## config.mk

```make
export PLATFORM = sky130hd
export DESIGN_NAME = spi_master
export DESIGN_NICKNAME = d
export VERILOG_FILES = /design/src/rtl/spi_pkg.sv /design/src/rtl/spi_sck_gen.sv /design/src/rtl/spi_master.sv
export SDC_FILE = /design/constraint.sdc
export NUM_CORES = 1
export LEC_CHECK = 0
export ABC_CLOCK_PERIOD_IN_PS = 4900
export BUFFER_PORTS_ARGS = -buffer_cell sky130_fd_sc_hd__buf_2
export CAP_MARGIN = 20
export CORE_MARGIN = 8
export CORE_UTILIZATION = 57
export DETAILED_ROUTE_END_ITERATION = 16
export GPL_ROUTABILITY_DRIVEN = 0
export PLACE_DENSITY = 0.85
export SLEW_MARGIN = 10
export SYNTH_ARGS = -nofsm -noshare
export SYNTH_HDL_FRONTEND = slang
export SYNTH_SLANG_ARGS = --single-unit
```

## constraint.sdc

```tcl
create_clock -name clk -period 4.9 [get_ports clk]
set_input_delay 0.98 -clock clk [delete_from_list [all_inputs] [get_ports clk]]
set_output_delay 0.98 -clock clk [all_outputs]
set_load 0.005 [all_outputs]
```

## src/rtl/spi_pkg.sv

```systemverilog
// -----------------------------------------------------------------------------
// spi_pkg
//   Shared definitions for the SPI initiator: frame width, bit counter width,
//   SPI mode and the frame sequencing state type.
//   No ports (package).
// -----------------------------------------------------------------------------
package spi_pkg;

  localparam int FRAME_BITS = 32;
  localparam int BITCNT_W   = $clog2(FRAME_BITS);
  localparam int SPI_MODE   = 0;  // CPOL=0, CPHA=0

  // Frame sequencing: select setup, bit shifting, select hold, inter-frame gap.
  typedef enum logic [2:0] {
    IDLE  = 3'd0,
    SETUP = 3'd1,
    SHIFT = 3'd2,
    HOLD  = 3'd3,
    GAP   = 3'd4
  } spi_state_e;

endpackage

```

## src/rtl/spi_sck_gen.sv

```systemverilog
// -----------------------------------------------------------------------------
// spi_sck_gen
//   Serial clock phase generator. While en is high it produces a clock that
//   starts low and toggles every CLK_DIV clk cycles; while en is low the phase
//   counter and clock are held at zero, so no SCK activity can leak outside
//   the bit-shifting window.
// Ports
//   clk      in   system clock
//   reset    in   synchronous, active-high
//   en       in   run the phase counter (high only while shifting bits)
//   sck      out  registered serial clock level
//   rise_stb out  high in the cycle whose closing edge takes sck 0->1
//   fall_stb out  high in the cycle whose closing edge takes sck 1->0
// -----------------------------------------------------------------------------
module spi_sck_gen #(
  parameter int CLK_DIV = 4
) (
  input  logic clk,
  input  logic reset,
  input  logic en,
  output logic sck,
  output logic rise_stb,
  output logic fall_stb
);

  logic [7:0] phase_q, phase_d;
  logic       sck_q, sck_d;
  logic       phase_end;

  assign phase_end = en && (phase_q == 8'(CLK_DIV - 1));

  always_comb begin
    phase_d = phase_q;
    sck_d   = sck_q;
    if (!en) begin
      phase_d = '0;
      sck_d   = 1'b0;
    end else if (phase_end) begin
      phase_d = '0;
      sck_d   = ~sck_q;
    end else begin
      phase_d = phase_q + 8'd1;
    end
  end

  always_ff @(posedge clk) begin
    if (reset) begin
      phase_q <= '0;
      sck_q   <= 1'b0;
    end else begin
      phase_q <= phase_d;
      sck_q   <= sck_d;
    end
  end

  // Strobes announce the edge that the register will make at the next clk edge.
  assign sck      = sck_q;
  assign rise_stb = phase_end && !sck_q;
  assign fall_stb = phase_end &&  sck_q;

endmodule

```

## src/rtl/spi_master.sv

```systemverilog
// -----------------------------------------------------------------------------
// spi_master
//   SPI initiator for 32-bit frames, mode 0, MSB first, active-low select.
//   A word accepted on tx_valid/tx_ready is shifted out on MOSI while MISO is
//   captured; the received word is returned on rx_data with a one-cycle
//   rx_valid strobe at the end of the frame. Every SCK phase and select
//   interval is at least several clk long so a peer that oversamples SCK/SSEL
//   through a synchroniser sees clean edges.
// Build option
//   SPI_MASTER_RX_EN : when defined, MISO is synchronised and captured into
//                      rx_data. When undefined, MISO is ignored, rx_data stays
//                      0 and rx_valid is a pure end-of-frame strobe.
// Ports
//   clk       in   system clock
//   reset     in   synchronous, active-high
//   en        in   allow new frames to start (does not abort a frame)
//   tx_data   in   word to transmit, MSB first
//   tx_valid  in   tx_data valid
//   tx_ready  out  idle and enabled
//   rx_data   out  word received in the last completed frame
//   rx_valid  out  one-cycle pulse when rx_data is updated
//   busy      out  high from acceptance until the inter-frame gap ends
//   SCK       out  serial clock, idles low
//   MOSI      out  serial data out
//   SSEL      out  slave select, active low
//   MISO      in   serial data in (asynchronous to clk)
// -----------------------------------------------------------------------------
module spi_master
  import spi_pkg::*;
#(
  parameter int CLK_DIV  = 4,
  parameter int CS_SETUP = 4,
  parameter int CS_HOLD  = 4,
  parameter int CS_IDLE  = 8
) (
  input  logic                  clk,
  input  logic                  reset,
  input  logic                  en,
  input  logic [FRAME_BITS-1:0] tx_data,
  input  logic                  tx_valid,
  output logic                  tx_ready,
  output logic [FRAME_BITS-1:0] rx_data,
  output logic                  rx_valid,
  output logic                  busy,
  output logic                  SCK,
  output logic                  MOSI,
  output logic                  SSEL,
  input  logic                  MISO
);

  spi_state_e            state_q, state_d;
  logic [7:0]            wait_q, wait_d;
  logic [BITCNT_W-1:0]   bitcnt_q, bitcnt_d;
  logic [FRAME_BITS-1:0] tx_shreg_q, tx_shreg_d;
  logic [FRAME_BITS-1:0] rx_data_q, rx_data_d;
  logic                  rx_valid_q, rx_valid_d;
  logic                  ssel_q, ssel_d;
  logic                  busy_q, busy_d;

  logic                  sck_rise, sck_fall;
  logic                  last_bit;
  logic                  ready_int;
  logic [FRAME_BITS-1:0] rx_word;

  spi_sck_gen #(
    .CLK_DIV (CLK_DIV)
  ) u_sck_gen (
    .clk      (clk),
    .reset    (reset),
    .en       (state_q == SHIFT),
    .sck      (SCK),
    .rise_stb (sck_rise),
    .fall_stb (sck_fall)
  );

  // The bit counter saturates on the final bit; leaving SHIFT is the done flag,
  // so the counter never wraps inside a frame.
  assign last_bit  = (bitcnt_q == BITCNT_W'(FRAME_BITS - 1));
  assign ready_int = (state_q == IDLE) && en && !reset;

`ifdef SPI_MASTER_RX_EN
  logic [1:0]            miso_sync_q, miso_sync_d;
  logic [FRAME_BITS-1:0] rx_shreg_q, rx_shreg_d;

  always_comb begin
    miso_sync_d = {miso_sync_q[0], MISO};
    rx_shreg_d  = rx_shreg_q;
    // Sample on the SCK rising edge; 32 shifts per frame overwrite the register.
    if (sck_rise) begin
      rx_shreg_d = {rx_shreg_q[FRAME_BITS-2:0], miso_sync_q[1]};
    end
  end

  always_ff @(posedge clk) begin
    if (reset) begin
      miso_sync_q <= '0;
      rx_shreg_q  <= '0;
    end else begin
      miso_sync_q <= miso_sync_d;
      rx_shreg_q  <= rx_shreg_d;
    end
  end

  assign rx_word = rx_shreg_q;
`else
  logic unused_rx;
  assign unused_rx = MISO ^ sck_rise;
  assign rx_word   = '0;
`endif

  always_comb begin
    state_d    = state_q;
    wait_d     = wait_q;
    bitcnt_d   = bitcnt_q;
    tx_shreg_d = tx_shreg_q;
    rx_data_d  = rx_data_q;
    rx_valid_d = 1'b0;

    unique case (state_q)
      IDLE: begin
        if (tx_valid && ready_int) begin
          state_d    = SETUP;
          tx_shreg_d = tx_data;
          bitcnt_d   = '0;
          wait_d     = '0;
        end
      end
      SETUP: begin
        if (wait_q == 8'(CS_SETUP - 1)) begin
          state_d = SHIFT;
          wait_d  = '0;
        end else begin
          wait_d = wait_q + 8'd1;
        end
      end
      SHIFT: begin
        // Zero fill: after the last shift the register is empty, so MOSI idles 0.
        if (sck_fall) begin
          tx_shreg_d = {tx_shreg_q[FRAME_BITS-2:0], 1'b0};
          if (last_bit) begin
            state_d = HOLD;
          end else begin
            bitcnt_d = bitcnt_q + BITCNT_W'(1);
          end
        end
      end
      HOLD: begin
        if (wait_q == 8'(CS_HOLD - 1)) begin
          state_d    = GAP;
          wait_d     = '0;
          rx_data_d  = rx_word;
          rx_valid_d = 1'b1;
        end else begin
          wait_d = wait_q + 8'd1;
        end
      end
      GAP: begin
        if (wait_q == 8'(CS_IDLE - 1)) begin
          state_d = IDLE;
          wait_d  = '0;
        end else begin
          wait_d = wait_q + 8'd1;
        end
      end
      default: begin
        state_d = IDLE;
      end
    endcase

    // Select and busy are registered from the next state so they change
    // on the same edge as the state itself, glitch-free.
    ssel_d = !((state_d == SETUP) || (state_d == SHIFT) || (state_d == HOLD));
    busy_d = (state_d != IDLE);
  end

  always_ff @(posedge clk) begin
    if (reset) begin
      state_q    <= IDLE;
      wait_q     <= '0;
      bitcnt_q   <= '0;
      tx_shreg_q <= '0;
      rx_data_q  <= '0;
      rx_valid_q <= 1'b0;
      ssel_q     <= 1'b1;
      busy_q     <= 1'b0;
    end else begin
      state_q    <= state_d;
      wait_q     <= wait_d;
      bitcnt_q   <= bitcnt_d;
      tx_shreg_q <= tx_shreg_d;
      rx_data_q  <= rx_data_d;
      rx_valid_q <= rx_valid_d;
      ssel_q     <= ssel_d;
      busy_q     <= busy_d;
    end
  end

  assign tx_ready = ready_int;
  assign rx_data  = rx_data_q;
  assign rx_valid = rx_valid_q;
  assign busy     = busy_q;
  assign MOSI     = tx_shreg_q[FRAME_BITS-1];
  assign SSEL     = ssel_q;

endmodule
```

# After elaboration in Yosys (flattened, before gate mapping)
# Index checks and enable logic that the tools add are counted.
dict set report op_classes {
  n_addsub 3
  n_eq_ne 14
  n_mux 19
  n_bitwise 3
  n_reduce_logical 20
}
# operator count
set ops {}
lappend ops {{$mux 32} 2}
lappend ops {{$pmux 32 s2} 1}
lappend ops {{$mux 8} 3}
lappend ops {{$pmux 8 s3} 1}
lappend ops {{$mux 3} 6}
lappend ops {{$add 8x1->8 const B} 2}
lappend ops {{$eq 8x2->1 const B} 2}
lappend ops {{$mux 5} 3}
lappend ops {{$pmux 3 s5} 1}
lappend ops {{$eq 3x2->1 const B} 4}
lappend ops {{$pmux 5 s2} 1}
lappend ops {{$eq 8x3->1 const B} 1}
lappend ops {{$eq 3x1->1 const B} 2}
lappend ops {{$reduce_bool 3->1} 2}
lappend ops {{$reduce_or 2->1} 3}
lappend ops {{$add 5x1->5 const B} 1}
lappend ops {{$eq 5x5->1 const B} 1}
lappend ops {{$logic_and 1x1->1} 5}
lappend ops {{$ne 2x2->1 const B} 2}
lappend ops {{$reduce_and 4->1} 1}
lappend ops {{$eq 3x3->1 const B} 1}
lappend ops {{$logic_not 3->1} 1}
lappend ops {{$not 1->1} 3}
lappend ops {{$reduce_and 3->1} 1}
lappend ops {{7 further kinds} 9}
dict set report word_totals {
  ff_bits 60
  input_bits 37
  wordCells 68
}

# Depth between registers and ports, before layout
# Gate-level depths: netlist of the first run.
dict set report logic_depth {
  ltp_word 10
  mapped_depth 7
  mapped_depth_nobuf 6
}

# Cells and area by module
# Synthesis of the first run repeated with hierarchy kept, for this count alone.
dict set report hier_totals {
  hier_cells 348
  hier_area_um2 3198.1
}
# module instances cells_each area_each_um2
set by_module_without_submodules {}
lappend by_module_without_submodules {spi_master 1 304 2780.2}
lappend by_module_without_submodules {spi_sck_gen 1 44 417.9}

# Worst setup path after synthesis of the first run
# No wires, ideal clock.
dict set report synth_path {
  path_kind {input-to-output}
  start {input port reset}
  end {output port tx_ready}
  arrival_time_ns 1.460
  path_slack_ns 2.460
  cell_stages 3
  n_path_buf 1
  cell_sequence {clkbuf_1 -> inv_1 -> and3_1}
}
dict set report synth_between {
  elab_chain_cells 2
}
# element line_no
set synth_rtl {}
lappend synth_rtl {{start, declared} spi_master.sv:37} ;# input logic reset,
lappend synth_rtl {{$logic_not 1->1} spi_master.sv:79} ;# assign ready_int = (state_q == IDLE) && en && !reset;
lappend synth_rtl {{$logic_and 1x1->1} spi_master.sv:79}
lappend synth_rtl {{end, declared} spi_master.sv:41} ;# output logic tx_ready,
# Every way passes these cells.

# Worst setup path in the final report of the first run
# Ends and elaborated chain as after synthesis.

==> impl_metrics.csv, run 1 <==
group,metric,value,unit
cells_and_area,nFillCells,447,
power_and_ir_drop,p_sw,253.4,uW
floorplan,num_rows,26,
timing,hold_viol,0,
yosys,synth_edf_count,0,
timing,min_period_over_period,0.6423,
floorplan,die_h,89.10,um
clocking,root_buffer,"clkbuf_8",
routing,route.detailed.wl_per_inst,14.52,um
worst_setup_path,start_kind,"primary input",
yosys,synth.area.mux_share,0.007395,
timing,final.setup.worst_slack,1.753,ns
worst_setup_path,r2r_setup_slack,2.35,ns
yosys,synth_compound_area_frac,0.2104,
yosys,synthCells,373,
cells_and_area,syn2layout_area_growth,11.75,%
yosys,syn_area,3045,um^2
yosys,synth-xor-area-share,0.02876,
worst_setup_path,endpoint_kind,"output pin",
power_and_ir_drop,power.internal,831.3,uW
floorplan,die_area,7938,um^2
outcome,outcome,"finished clean",
placement,dp_hpwl,4.631,mm
timing,fin_skew,0.004331,ns
timing,worst_pin_slew,0.8004,ns
power_and_ir_drop,peakVddDrop,0.1832,mV
cells_and_area,final_common_cell,"nand2_1",
yosys,synth-simple-area-share,0.2214,
routing,vias,2667,
placement,port-buffer-count,41,
yosys,async_flop_share,0,
worst_setup_path,worstSetupPathType,"in2out",
floorplan,start_util,0.5925,
floorplan,die_x,89.10,um
worst_setup_path,r2r-start,"u_sck_gen.phase_q[0]",
global_routing,antenna_found_initial,0,
global_routing,grt_pass1_vias,2454,
worst_setup_path,crit_path_start,"reset",
clocking,clock_sinks,60,
worst_hold_path,hold_start,"tx_shreg_q[17]",
yosys,ys_types,44,
cells_and_area,num_antenna_cells,0,
power_and_ir_drop,power_density,318.7,nW/um^2
placement,dp_slack,1.717,ns
job,cap_violations,0,
power_and_ir_drop,p_leak,1.363,nW
routing,antenna_left,0,
power_and_ir_drop,comb_power_share,0.084,
routing,drtIter0Drc,164,
placement,dp_cells,460,
power_and_ir_drop,clkPwrFrac,0.440,
global_routing,grt_pass1_wl,11.07,mm
worst_setup_path,crit_fanout,44,
global_routing,grtUsageTotal,0.1776,
routing,first_pass_iters,4,
yosys,yosysSeqAreaShare,0.3944,
worst_setup_path,required,3.92,ns
clocking,h-tree-depth,3,
clocking,postCtsHoldBufs,0,
clocking,path_clk_slew,0.06,ns
clocking,post_cts_buffers,0,
clocking,post_cts_resize_count,0,
timing,setup_viol,0,
cells_and_area,drive_gt1_frac,0.1744,
global_routing,grt_max_degree,45,
clocking,clk_path_buf_depth,2,
yosys,yosysWarnings,0,
worst_setup_path,worstPathArrival,2.17,ns
timing,maxSlewViolCount,0,
floorplan,core-area,5140,um^2
timing,rsz0062_at_grt,"no",
yosys,yosys.area_share.adder,0.01643,
timing,relSlewSlack,0.4664,
cells_and_area,final_cell_mix,"nand2_1, dfxtp_1, buf_2",
routing,drc,0,
floorplan,ios,75,
power_and_ir_drop,pwr-share-seq,0.477,
cells_and_area,final_cell_count_no_fill,477,
clocking,cts_tree,"built",
worst_hold_path,hold_path.class,"reg2reg",
yosys,synth_top_family_by_area,"simple AND/OR/NAND/NOR gates",
cells_and_area,nets,443,
routing,wirelength,6.925,mm
timing,whs,0.4773,ns
yosys,ys_ff_latch,60,
yosys,ys.flop_type,"dfxtp_1",
yosys,avgSynthCellArea,8.165,um^2
timing,finalCriticalPeriod,3.147,ns
clocking,cts_made_buffers,9,
timing,fmax,0.3178,GHz
global_routing,gr-total-overflow,0,
routing,vias_per_cell,5.591,
clocking,clk_latency,0.34,ns
timing,fin_tns_setup,0,ns
power_and_ir_drop,sw_frac_of_total,0.2336,
through the flow:
stage               area [um^2]  power [mW]    util
finish                     3403       1.085  0.6621
global route               3403       1.133  0.6621
CTS                        3376       1.091  0.6568
detailed placement         3154      0.6170  0.6137
global placement           3154      0.6149  0.6137
floorplan                  3162      0.6048       -
synthesized netlist by cell type, types with 5 or more instances:
cell	number	share of area
nand3_1	12	0.020
xor2_1	6	0.017
a21oi_1	40	0.066
clkbuf_1	23	0.028
or4_1	5	0.012
buf_4	32	0.079
a311oi_1	31	0.089
nor3_1	7	0.012
and3_1	7	0.014
inv_1	5	0.0062
dfxtp_1	60	0.39
nand2_1	70	0.086
nor2_1	17	0.021
final timing paths:
check,cells after the start,to
worst min-delay path,2,tx_shreg_q[18]
worst max-delay path,4,tx_ready
worst max register to register,7,tx_shreg_q[17]
worst min register to register,2,tx_shreg_q[18]
worst max-delay path: stages:
cell and delay [ns]:
buf_2 0.60, inv_1 0.22, and3_1 0.23, buf_2 0.12
cell families after synthesis:
logic type | after synthesis
AOI/OAI and AO/OA | 92
other | 1
adders and majority gates | 4
DFF | 60
and+or+nand+nor | 140
xor gates and xnor gates | 10
muxes | 2
buffers and inverters | 64
layer usage:
metal / wire [um] / track usage / vias to the layer above
met5: 0 / 0 / -
met4: 109 / 0.05589 / 0
met3: 439 / 0.06434 / 12
met2: 3338 / 0.2862 / 80
met1: 3037 / 0.2148 / 1237
li1: - / - / 1338
sequential cells by signal (all words and copies together) (netlist names):
signal,count
SSEL,1
bitcnt_q,5
busy,1
rx_valid,1
state_q,3
tx_shreg_q,32
u_sck_gen.phase_q,8
u_sck_gen.sck,1
wait_q,8
power by group through the flow:
stage          logic, mW  clock network, mW  registers [mW]
5_1_grt            0.103              0.511           0.519
3_5_place_dp      0.0894                  0           0.528
2_1_floorplan     0.0808                  0           0.524
3_3_place_gp      0.0877                  0           0.527
6_report          0.0908              0.477           0.517
4_1_cts           0.0897              0.484           0.517
area by class of cell:
cell class                      count  area, um^2  area share
Multi-Input combinational cell    280        1612      0.4735
Sequential cell                    60        1201      0.3529
Timing Repair Buffer               46       262.8     0.07721
Clock buffer                       13       178.9     0.05257
Tap cell                           70       87.58     0.02574
Clock inverter                      3       42.54     0.01250
Inverter                            5       18.77    0.005515
No activity file was read; power rests on OpenSTA's default activity.
==> run 2: changes to the inputs <==
--- a/config.mk
+++ b/config.mk
@@ -5,14 +5,14 @@
 export SDC_FILE = /design/constraint.sdc
 export NUM_CORES = 1
 export LEC_CHECK = 0
-export ABC_CLOCK_PERIOD_IN_PS = 4900
+export ABC_CLOCK_PERIOD_IN_PS = 2960
 export BUFFER_PORTS_ARGS = -buffer_cell sky130_fd_sc_hd__buf_2
 export CAP_MARGIN = 20
 export CORE_MARGIN = 8
-export CORE_UTILIZATION = 57
+export CORE_UTILIZATION = 53
 export DETAILED_ROUTE_END_ITERATION = 16
 export GPL_ROUTABILITY_DRIVEN = 0
-export PLACE_DENSITY = 0.85
+export PLACE_DENSITY = 0.79
 export SLEW_MARGIN = 10
 export SYNTH_ARGS = -nofsm -noshare
 export SYNTH_HDL_FRONTEND = slang
==> constraint.sdc (replaced) <==
create_clock -name clk -period 2.96 [get_ports clk]
set_input_delay 0.592 -clock clk [delete_from_list [all_inputs] [get_ports clk]]
set_output_delay 0.592 -clock clk [all_outputs]
set_load 0.005 [all_outputs]
==> run 2 against run 1 <==
Clock skew increased by 0.0051 ns. Die area grew 6.2%. Final area is 1.6% lower. Final cell count up 0.63%. Clock-buffer cell count did not move. Global-route usage decreased by 1.8 points. Wire length fell by 2.4%.
==> impl_metrics.csv, run 2 (synthesized netlist as in run 1, its figures left out) <==
group,metric,value,unit
floorplan,core-area,5540,um^2
worst_setup_path,cp_top_family,"compound AO/OA/AOI/OAI gates",
cells_and_area,syn2layout_area_growth,9.942,%
worst_setup_path,required,3.19,ns
power_and_ir_drop,peakVddDrop,0.2479,mV
timing,setup_viol,0,
worst_hold_path,hold_path.class,"reg2reg",
timing,finalCriticalPeriod,2.606,ns
worst_setup_path,slowest_delay,0.67,ns
clocking,post_cts_resize_count,0,
job,cap_violations,0,
placement,placed_area,3179,um^2
cells_and_area,regArea,1201,um^2
outcome,outcome,"finished clean",
timing,worst_pin_slew,0.8033,ns
worst_setup_path,endpoint_kind,"register",
routing,wirelength,6.762,mm
global_routing,antenna_found_initial,0,
routing,vias_per_cell,5.544,
worst_setup_path,worstPathArrival,2.84,ns
timing,hold_viol,0,
cells_and_area,largest-register,"tx_shreg_q",
routing,drc,0,
worst_setup_path,crit_chain,"ha_1, or4b_4, o31ai_4, buf_4, a21oi_1, a311oi_1",
worst_setup_path,crit_slowest_cell,"o31ai_4",
floorplan,die_area,8427,um^2
routing,drtIter0Drc,156,
power_and_ir_drop,p_leak,1.341,nW
placement,dp_hpwl,4.706,mm
cells_and_area,fin_area,3348,um^2
worst_setup_path,start_kind,"register",
timing,relSlewSlack,0.4644,
global_routing,grt_pass1_wl,11.46,mm
global_routing,gr-total-overflow,0,
cells_and_area,multi_input_area,1612,um^2
timing,fin_tns_setup,0,ns
cells_and_area,final_common_cell,"nand2_1",
clocking,h-tree-depth,3,
cells_and_area,final_util,0.6043,
global_routing,grt_max_degree,34,
clocking,clock_sinks,60,
clocking,clk_latency,0.33,ns
timing,fin_skew,0.009477,ns
cells_and_area,final_cell_mix,"nand2_1, dfxtp_1, buf_2",
timing,fmax,0.3837,GHz
cells_and_area,drive_gt1_frac,0.1716,
clocking,cts_tree,"built",
floorplan,start_util,0.5497,
floorplan,die_h,91.80,um
cells_and_area,nFillCells,522,
clocking,postCtsHoldBufs,0,
cells_and_area,num_antenna_cells,0,
floorplan,die_x,91.80,um
worst_setup_path,crit_fanout,20,
global_routing,grt_pass1_vias,2594,
worst_setup_path,cp_num_buf_inv,1,
timing,min_period_over_period,0.8805,
power_and_ir_drop,power_density,491.3,nW/um^2
routing,antenna_left,0,
clocking,post_cts_buffers,0,
clocking,path_clk_slew,0.06,ns
worst_setup_path,worstSetupPathType,"reg2reg",
cells_and_area,reg.largest.list,"tx_shreg_q (32), u_sck_gen.phase_q (8), wait_q (8)",
routing,first_pass_iters,4,
routing,route.detailed.wl_per_inst,14.09,um
clocking,clk_path_buf_depth,2,
placement,port-buffer-count,41,
clocking,cts_made_buffers,9,
cells_and_area,largest_register_ffs,32,
floorplan,ios,75,
timing,whs,0.4747,ns
global_routing,grtUsageTotal,0.1600,
timing,rsz0062_at_grt,"no",
routing,vias,2661,
clocking,root_buffer,"clkbuf_8",
timing,maxSlewViolCount,0,
cells_and_area,nets,445,
floorplan,num_rows,27,
run 2: layout make-up:
| cell class | count | area share |
|---|---|---|
| multi-input cells | 280 | 0.4813 |
| flip-flops and latches | 60 | 0.3587 |
| repair buffers | 48 | 0.07698 |
| clock buffers | 13 | 0.04746 |
| well taps | 72 | 0.02691 |
| inverters | 5 | 0.005605 |
| clock inverters | 2 | 0.002990 |
run 2: power by group:
part	total, mW	internal, mW	switching, mW	leakage, nW
clock	0.636	0.343	0.293	0.0893
combinational	0.152	0.0618	0.0904	0.764
sequential	0.857	0.837	0.0196	0.487
run 2: routing by layer:
layer	routed length, um	global-route usage
met2	3140	0.2563
met1	3185	0.1972
met4	84	0.06711
met5	0	0
met3	352	0.04482
run 2: path summary, 6_finish.rpt:
kind	start	end	slack [ns]	cells past startpoint
max	u_sck_gen.phase_q[0]	tx_shreg_q[6]	0.35	6
min	u_sck_gen.phase_q[0]	u_sck_gen.phase_q[0]	0.47	1
max reg2reg	u_sck_gen.phase_q[0]	tx_shreg_q[6]	0.35	6
min reg2reg	u_sck_gen.phase_q[0]	u_sck_gen.phase_q[0]	0.47	1
run 2: per-stage QoR:
| stage | std cells | total power, mW | worst slack (ns) |
|---|---|---|---|
| floorplan | 404 | 1.001 | 0.7557 |
| global placement | 465 | 1.021 | 0.3635 |
| detailed placement | 465 | 1.024 | 0.3466 |
| CTS | 480 | 1.664 | 0.3555 |
| global route | 480 | 1.725 | 0.1574 |
| finish | 480 | 1.645 | 0.3536 |
